### src/rtl/conv_pool_sequencer_if.sv
// rtl/conv_pool_sequencer_if.sv - sample/result handshake and datapath control bundle
// master: sequencer side; slave: upstream/datapath/downstream side.
interface conv_pool_sequencer_if;
   logic       in_valid;
   logic       in_ready;
   logic       win_shift;
   logic       win_zero;
   logic       conv_en;
   logic       relu_cap;
   logic [2:0] pool_slot;
   logic       pool_en;
   logic       out_valid;
   logic       out_ready;
   logic [6:0] out_idx;

   modport master (
      input  in_valid, out_ready,
      output in_ready, win_shift, win_zero, conv_en, relu_cap, pool_slot, pool_en, out_valid, out_idx
   );

   modport slave (
      output in_valid, out_ready,
      input  in_ready, win_shift, win_zero, conv_en, relu_cap, pool_slot, pool_en, out_valid, out_idx
   );
endinterface

### src/rtl/conv_pool_sequencer.sv
// rtl/conv_pool_sequencer.sv - conv/ReLU/max-pool sequencer for one 4-channel feature frame
// Optional CONV_POOL_SEQ_PERF_EN adds the stall_cycles output-backpressure counter.
module conv_pool_sequencer #(
   parameter int TAPS    = 5,
   parameter int POOL    = 5,
   parameter int SEQ_LEN = 500,
   parameter int OUT_LEN = 100,
   parameter int CW      = 9
) (
   input  logic                   clk,
   input  logic                   rst,
   input  logic                   start,
   output logic                   busy,
   output logic                   done,
   conv_pool_sequencer_if.master  bus
`ifdef CONV_POOL_SEQ_PERF_EN
   ,
   output logic [15:0]            stall_cycles
`endif
);

   typedef enum logic [2:0] {S_IDLE, S_FILL, S_RUN, S_PAD, S_DRAIN, S_DONE} state_t;

   state_t        r_state, w_next;
   logic [CW-1:0] r_smp;
   logic [CW-1:0] r_pad;
   logic [6:0]    r_out_idx;
   logic [2:0]    r_issue_slot;
   logic [2:0]    r_cap_slot;
   logic [2:0]    r_pool_slot;
   logic          r_conv_en;
   logic          r_relu_cap;
   logic          r_grp_issued;
   logic          r_grp_full;
   logic          r_out_valid;

   logic w_stall, w_in_ready, w_accept, w_pad_shift, w_shift, w_conv_shift;
   logic w_pool_en, w_out_acc, w_start_acc;

   // A fully issued group may not be shifted past while the previous result is still
   // unaccepted; blocking at issue time keeps its pool slots from being overwritten.
   assign w_stall      = r_grp_issued & r_out_valid & ~bus.out_ready;
   assign w_in_ready   = (r_state == S_FILL) | ((r_state == S_RUN) & ~w_stall);
   assign w_accept     = w_in_ready & bus.in_valid;
   assign w_pad_shift  = (r_state == S_PAD) & ~w_stall;
   assign w_shift      = w_accept | w_pad_shift;
   assign w_conv_shift = (w_accept & (r_state == S_RUN)) | w_pad_shift;
   assign w_pool_en    = r_grp_full & (~r_out_valid | bus.out_ready);
   assign w_out_acc    = r_out_valid & bus.out_ready;
   assign w_start_acc  = (r_state == S_IDLE) & start;

   always_comb begin
      w_next = r_state;
      case (r_state)
         S_IDLE:  if (start) w_next = S_FILL;
         S_FILL:  if (w_accept && r_smp == CW'(TAPS - 2)) w_next = S_RUN;
         S_RUN:   if (w_accept && r_smp == CW'(SEQ_LEN - 1)) w_next = S_PAD;
         S_PAD:   if (w_pad_shift && r_pad == CW'(TAPS - 2)) w_next = S_DRAIN;
         S_DRAIN: if (w_out_acc && r_out_idx == 7'(OUT_LEN - 1)) w_next = S_DONE;
         S_DONE:  w_next = S_IDLE;
         default: w_next = S_IDLE;
      endcase
   end

   always_ff @(posedge clk or posedge rst) begin
      if (rst) begin
         r_state      <= S_IDLE;
         r_smp        <= '0;
         r_pad        <= '0;
         r_out_idx    <= '0;
         r_issue_slot <= '0;
         r_cap_slot   <= '0;
         r_pool_slot  <= '0;
         r_conv_en    <= 1'b0;
         r_relu_cap   <= 1'b0;
         r_grp_issued <= 1'b0;
         r_grp_full   <= 1'b0;
         r_out_valid  <= 1'b0;
      end else begin
         r_state <= w_next;
         if (w_start_acc) begin
            r_smp        <= '0;
            r_pad        <= '0;
            r_out_idx    <= '0;
            r_issue_slot <= '0;
            r_cap_slot   <= '0;
         end else begin
            if (w_accept)
               r_smp <= r_smp + 1'b1;
            if (w_pad_shift)
               r_pad <= r_pad + 1'b1;
            if (w_out_acc && r_out_idx != 7'(OUT_LEN - 1))
               r_out_idx <= r_out_idx + 7'd1;
            if (w_conv_shift)
               r_issue_slot <= (r_issue_slot == 3'(POOL - 1)) ? 3'd0 : r_issue_slot + 3'd1;
            if (r_conv_en)
               r_cap_slot <= (r_cap_slot == 3'(POOL - 1)) ? 3'd0 : r_cap_slot + 3'd1;
         end

         // shift -> conv_en -> relu_cap -> pool_en -> out_valid, one stage per cycle
         r_conv_en  <= w_conv_shift;
         r_relu_cap <= r_conv_en;
         if (r_conv_en)
            r_pool_slot <= r_cap_slot;

         if (w_conv_shift && r_issue_slot == 3'(POOL - 1))
            r_grp_issued <= 1'b1;
         else if (w_pool_en)
            r_grp_issued <= 1'b0;

         if (r_relu_cap && r_pool_slot == 3'(POOL - 1))
            r_grp_full <= 1'b1;
         else if (w_pool_en)
            r_grp_full <= 1'b0;

         if (w_pool_en)
            r_out_valid <= 1'b1;
         else if (bus.out_ready)
            r_out_valid <= 1'b0;
      end
   end

   assign busy          = (r_state != S_IDLE);
   assign done          = (r_state == S_DONE);
   assign bus.in_ready  = w_in_ready;
   assign bus.win_shift = w_shift;
   assign bus.win_zero  = w_pad_shift;
   assign bus.conv_en   = r_conv_en;
   assign bus.relu_cap  = r_relu_cap;
   assign bus.pool_slot = r_pool_slot;
   assign bus.pool_en   = w_pool_en;
   assign bus.out_valid = r_out_valid;
   assign bus.out_idx   = r_out_idx;

`ifdef CONV_POOL_SEQ_PERF_EN
   logic [15:0] r_stall_cnt;

   always_ff @(posedge clk or posedge rst) begin
      if (rst)
         r_stall_cnt <= '0;
      else if (w_start_acc)
         r_stall_cnt <= '0;
      else if (r_out_valid && !bus.out_ready && r_stall_cnt != 16'hFFFF)
         r_stall_cnt <= r_stall_cnt + 16'd1;
   end

   assign stall_cycles = r_stall_cnt;
`endif

endmodule

### src/flat_wrapper.sv
// flat-port wrapper written by rule: the top's interface ports become plain ports
module conv_pool_sequencer_flat 
#(
   parameter int TAPS    = 5,
   parameter int POOL    = 5,
   parameter int SEQ_LEN = 500,
   parameter int OUT_LEN = 100,
   parameter int CW      = 9
)
  (clk, rst, start, busy, done, bus_in_valid, bus_out_ready, bus_in_ready, bus_win_shift, bus_win_zero, bus_conv_en, bus_relu_cap, bus_pool_slot, bus_pool_en, bus_out_valid, bus_out_idx);
  conv_pool_sequencer_if bus_i ();
  input  logic clk;
  input  logic rst;
  input  logic start;
  output logic busy;
  output logic done;
  input wire logic [$bits(bus_i.in_valid)-1:0] bus_in_valid;
  input wire logic [$bits(bus_i.out_ready)-1:0] bus_out_ready;
  output wire logic [$bits(bus_i.in_ready)-1:0] bus_in_ready;
  output wire logic [$bits(bus_i.win_shift)-1:0] bus_win_shift;
  output wire logic [$bits(bus_i.win_zero)-1:0] bus_win_zero;
  output wire logic [$bits(bus_i.conv_en)-1:0] bus_conv_en;
  output wire logic [$bits(bus_i.relu_cap)-1:0] bus_relu_cap;
  output wire logic [$bits(bus_i.pool_slot)-1:0] bus_pool_slot;
  output wire logic [$bits(bus_i.pool_en)-1:0] bus_pool_en;
  output wire logic [$bits(bus_i.out_valid)-1:0] bus_out_valid;
  output wire logic [$bits(bus_i.out_idx)-1:0] bus_out_idx;
  assign bus_i.in_valid = bus_in_valid;
  assign bus_i.out_ready = bus_out_ready;
  assign bus_in_ready = bus_i.in_ready;
  assign bus_win_shift = bus_i.win_shift;
  assign bus_win_zero = bus_i.win_zero;
  assign bus_conv_en = bus_i.conv_en;
  assign bus_relu_cap = bus_i.relu_cap;
  assign bus_pool_slot = bus_i.pool_slot;
  assign bus_pool_en = bus_i.pool_en;
  assign bus_out_valid = bus_i.out_valid;
  assign bus_out_idx = bus_i.out_idx;
  conv_pool_sequencer #(.TAPS(TAPS), .POOL(POOL), .SEQ_LEN(SEQ_LEN), .OUT_LEN(OUT_LEN), .CW(CW)) u_core (.clk(clk), .rst(rst), .start(start), .busy(busy), .done(done), .bus(bus_i));
endmodule
### config.mk
export PLATFORM = sky130hd
export DESIGN_NAME = conv_pool_sequencer_flat
export DESIGN_NICKNAME = d
export VERILOG_FILES = /design/src/rtl/conv_pool_sequencer_if.sv /design/src/rtl/conv_pool_sequencer.sv /design/src/flat_wrapper.sv
export SDC_FILE = /design/constraint.sdc
export NUM_CORES = 1
export LEC_CHECK = 0
export CORE_MARGIN = 4
export CORE_UTILIZATION = 40
export DETAILED_ROUTE_END_ITERATION = 7
export GPL_TIMING_DRIVEN = 0
export PLACE_DENSITY = 0.62
export RECOVER_POWER = 25
export SYNTH_ARGS = -nofsm -noshare
export SYNTH_HDL_FRONTEND = slang
export SYNTH_SLANG_ARGS = --single-unit
### constraint.sdc
create_clock -name clk -period 1.75 [get_ports clk]
set_input_delay 0.35 -clock clk [delete_from_list [all_inputs] [get_ports clk]]
set_output_delay 0.35 -clock clk [all_outputs]
set_load 0.01 [all_outputs]
==> results of run 1 <==
[per-layer routing]
layer  vias to the layer above  GRT usage (%)  share of wire (%)
met5                         -              0                  0
met3                         2           3.29                4.2
li1                        910              -                  -
met4                         0           3.16               0.19
met1                       844           21.5                 50
met2                        41           25.3                 46
[state kept, by name (all words and copies together) (netlist names), 3 cells and up]
register / flops
u_core.bus.out_idx: 7
u_core.bus.pool_slot: 3
u_core.r_cap_slot: 3
u_core.r_issue_slot: 3
u_core.r_pad: 9
u_core.r_smp: 9
u_core.r_state: 3
[kinds of logic after synthesis]
group	synth area share [%]
mux	3.89
compound gates	12.8
buf+inv	3.89
flops	48.0
xor+xnor	4.00
simple gates	23.4
fa+ha+maj	4.00
[cell type report]
class | count | area, µm²
fill | 491 | 2440
multi-input combinational | 168 | 1120
sequential | 42 | 1050
timing repair buffer | 35 | 303
tap | 70 | 87.6
clock buffer | 6 | 82.6
inverter | 15 | 56.3
buffer | 6 | 43.8
clock inverter | 2 | 12.5
[how the worst min path moves through the flow]
stage,start,end
3_5_place_dp,u_core.bus.conv_en$_DFF_PP0_,u_core.bus.relu_cap$_DFF_PP0_
3_3_place_gp,u_core.bus.conv_en$_DFF_PP0_,u_core.bus.relu_cap$_DFF_PP0_
4_1_cts,rst,u_core.bus.out_valid$_DFFE_PP0P_
6_report,u_core.bus.conv_en$_DFF_PP0_,u_core.bus.relu_cap$_DFF_PP0_
2_1_floorplan,u_core.r_grp_full$_DFFE_PP0P_,u_core.bus.out_valid$_DFFE_PP0P_
5_1_grt,u_core.bus.conv_en$_DFF_PP0_,u_core.bus.relu_cap$_DFF_PP0_
[layout by cell type (no fill, tap or decap), types with 3 or more instances in the layout]
master / Yosys / layout
sky130_fd_sc_hd__dlygate4sd2_1: 0 / 4
sky130_fd_sc_hd__buf_4: 1 / 10
sky130_fd_sc_hd__a21oi_1: 16 / 15
sky130_fd_sc_hd__o31ai_1: 3 / 3
sky130_fd_sc_hd__buf_6: 0 / 4
sky130_fd_sc_hd__o21ai_0: 15 / 15
sky130_fd_sc_hd__or3_1: 9 / 9
sky130_fd_sc_hd__xnor2_1: 6 / 6
sky130_fd_sc_hd__inv_1: 15 / 13
sky130_fd_sc_hd__xor2_1: 4 / 4
sky130_fd_sc_hd__nand2_1: 22 / 21
sky130_fd_sc_hd__nor2_1: 22 / 21
sky130_fd_sc_hd__mux2_2: 4 / 4
sky130_fd_sc_hd__clkdlybuf4s50_1: 0 / 14
sky130_fd_sc_hd__and3_1: 6 / 6
sky130_fd_sc_hd__nand3_1: 8 / 7
sky130_fd_sc_hd__nor3_1: 5 / 4
sky130_fd_sc_hd__clkbuf_8: 0 / 6
sky130_fd_sc_hd__o21a_1: 3 / 3
sky130_fd_sc_hd__ha_1: 7 / 7
sky130_fd_sc_hd__buf_2: 2 / 4
sky130_fd_sc_hd__nand4_1: 6 / 6
sky130_fd_sc_hd__dfrtp_1: 42 / 39
sky130_fd_sc_hd__mux2i_1: 4 / 4
sky130_fd_sc_hd__dfrtp_2: 0 / 3
[power groups by stage]
stage	Clock (W)	Combinational, W	Sequential (W)
3_3_place_gp	0	0.000150	0.00104
2_1_floorplan	0	0.0000671	0.00105
4_1_cts	0.000671	0.000157	0.00102
6_report	0.000650	0.000147	0.00102
3_5_place_dp	0	0.000157	0.00104
5_1_grt	0.000722	0.000166	0.00103
[worst max-delay path, stage by stage, from the launching register on]
cell and delay (ns):
sky130_fd_sc_hd__dfrtp_2 0.45, sky130_fd_sc_hd__and4bb_1 0.23, sky130_fd_sc_hd__a32oi_4 0.19, sky130_fd_sc_hd__buf_6 0.14, sky130_fd_sc_hd__nand2_2 0.04, sky130_fd_sc_hd__buf_6 0.11
[what timing repair did]
item	CTS	global route
gates resized for setup	33	12
endpoints found under the hold margin	0	0
cloned	0	0
pin swaps	3	8
setup buffers	9	2
endpoints found under the setup margin	32	19
[metrics by stage]
step	instances	setup TNS [ns]	util [%]	hold WS, ns	cell area, µm²
final	344	-0.0564	53.1	0.414	2770
after global routing	344	-0.395	53.1	0.435	2770
after detailed placement	325	-11.31	48.6	0.396	2530
after floorplan	231	0	-	0.431	2190
after global placement	324	-31.98	48.2	0.393	2510
after CTS	342	-0.0990	52.5	0.406	2730
==> metrics, run 1 <==
R2R depth=5; Die Footprint=6720 µm²; crit path DAT=1.46 ns; Starting Density=42.1%; net count of the finished layout=285; number of rows in the core area=26; worst-skew pair later-pin latency=0.29 ns; router iterations before antenna repair=4; Layout area overhead=26.3%; worst supply voltage drop on vdd=roughly 0.00036 V; clock slew at reported path FFs=approximately 0.08 ns; Clock Sink Count=42; total of endpoints with negative setup slack in the final report=1; path type of the worst setup path=reg2out; main area contributors after synthesis=sky130_fd_sc_hd__dfrtp_1 (48%), sky130_fd_sc_hd__ha_1 (4.0%), sky130_fd_sc_hd__nand2_1 (3.8%); number of DRC markers after the initial detailed-route iteration=89; normalized max-slew margin=31.5%; clock root buffer=sky130_fd_sc_hd__clkbuf_8; number of cells on the worst hold path=0; H-Tree Level Count=2; fraction of power consumed by the clock network=35.7%; fraction of registers with async set or reset after synthesis=100%; number of buffers added to fix hold violations after cts=0; failing checks=negative setup slack; worst-case clock buffer depth=2; CP required=around 1.4 ns; origin of the worst setup path=u_core.r_state[1]$_DFFE_PP0P_; Horiz. Die Dim=82.0 µm; fin crit period=about 1.8 ns; Yosys cell types=43; total count of hold-check failures in the final report=0; worst slack after detailed placement=-0.984 ns; routed len/inst=13.7 µm; reg2reg start=u_core.r_state[2]$_DFFE_PP0P_; crit-path max FO=5; setup repair after global routing missed its margin=true; critical path endpoint=bus_win_shift; total length of routed wires=4.72 mm; ratio of routed vias to standard cells=5.22; GRT overflow=0; net count of the mapped netlist=about 240; number of maximum-capacitance constraint violations=0; fraction of synthesized cell area taken by the top area cell type=48.0%; Leakage Power=about 1.3 nW; post-route worst setup slack=-0.0564 ns; synthesized netlist cell count=231; total number of vias=1,797; number of flops mapped to enable cells by yosys=0; cell taking the most area after synthesis=sky130_fd_sc_hd__dfrtp_1; number of global-route vias before repair=1,788; Core Region=5200 µm²; total CTS buffers=5; layout cell share with drive strength beyond 1=17.5%; largest net degree at the start of global routing=43; Syn Std Cell Area=2190 µm²; Fin Clk Skew=0.00378 ns; launching element type of the critical path=flip-flop; number of synthesized register bits=42; count of buffers from port buffering=23; critical path capture point type=output pin; final slew viol count=0; peak clock frequency supported by timing=0.554 GHz; drt drc=0; Detail Placement HPWL=3.17 mm; antenna violations before repair=0; final weighted congestion of routability-driven global placement=~0.84; power share of the sequential group=56.2%; Final period util=103%; Net Sw Frac=23.8%; total power per unit cell area=~660 nW/µm²; FF-to-FF End=u_core.r_smp[8]$_DFFE_PP0P_; min-delay worst type=reg2reg; DRT antenna net count=0; post-synthesis area per instance=9.48 µm²; top cells by count, synth=sky130_fd_sc_hd__dfrtp_1 (42), sky130_fd_sc_hd__nand2_1 (22), sky130_fd_sc_hd__nor2_1 (22); Inserted Diodes=0; register-to-register setup slack=0.04 ns; most used standard cell by instance count after synthesis=sky130_fd_sc_hd__dfrtp_1; TritonCTS clock tree=done; Vert. Die Dim=82.0 µm; wire length of the first global-routing pass=8.23 mm; Int Power=approximately 0.0014 W; switching power summed over all nets=0.000433 W; total power consumption of the routed design=0.00182 W; outcome=complete, but fails checks; All-Layer GR Usage=about 16%; actual transition at the worst max-transition pin=1.03 ns; share of power burned in combinational logic=8.1%; Syn. warnings=0; share of synthesized area occupied by flip-flops and latches=48.0%; most used flip-flop cell after synthesis=sky130_fd_sc_hd__dfrtp_1; number of placed I/O pins=24
Note: power is estimated with default switching activity, not from simulation.
==> inputs of run 2 (changes only) <==
Settings changed: CAP_MARGIN set to 20.
==> results of run 2 <==
Final layout, timing and power as in run 1 (identical DEF).
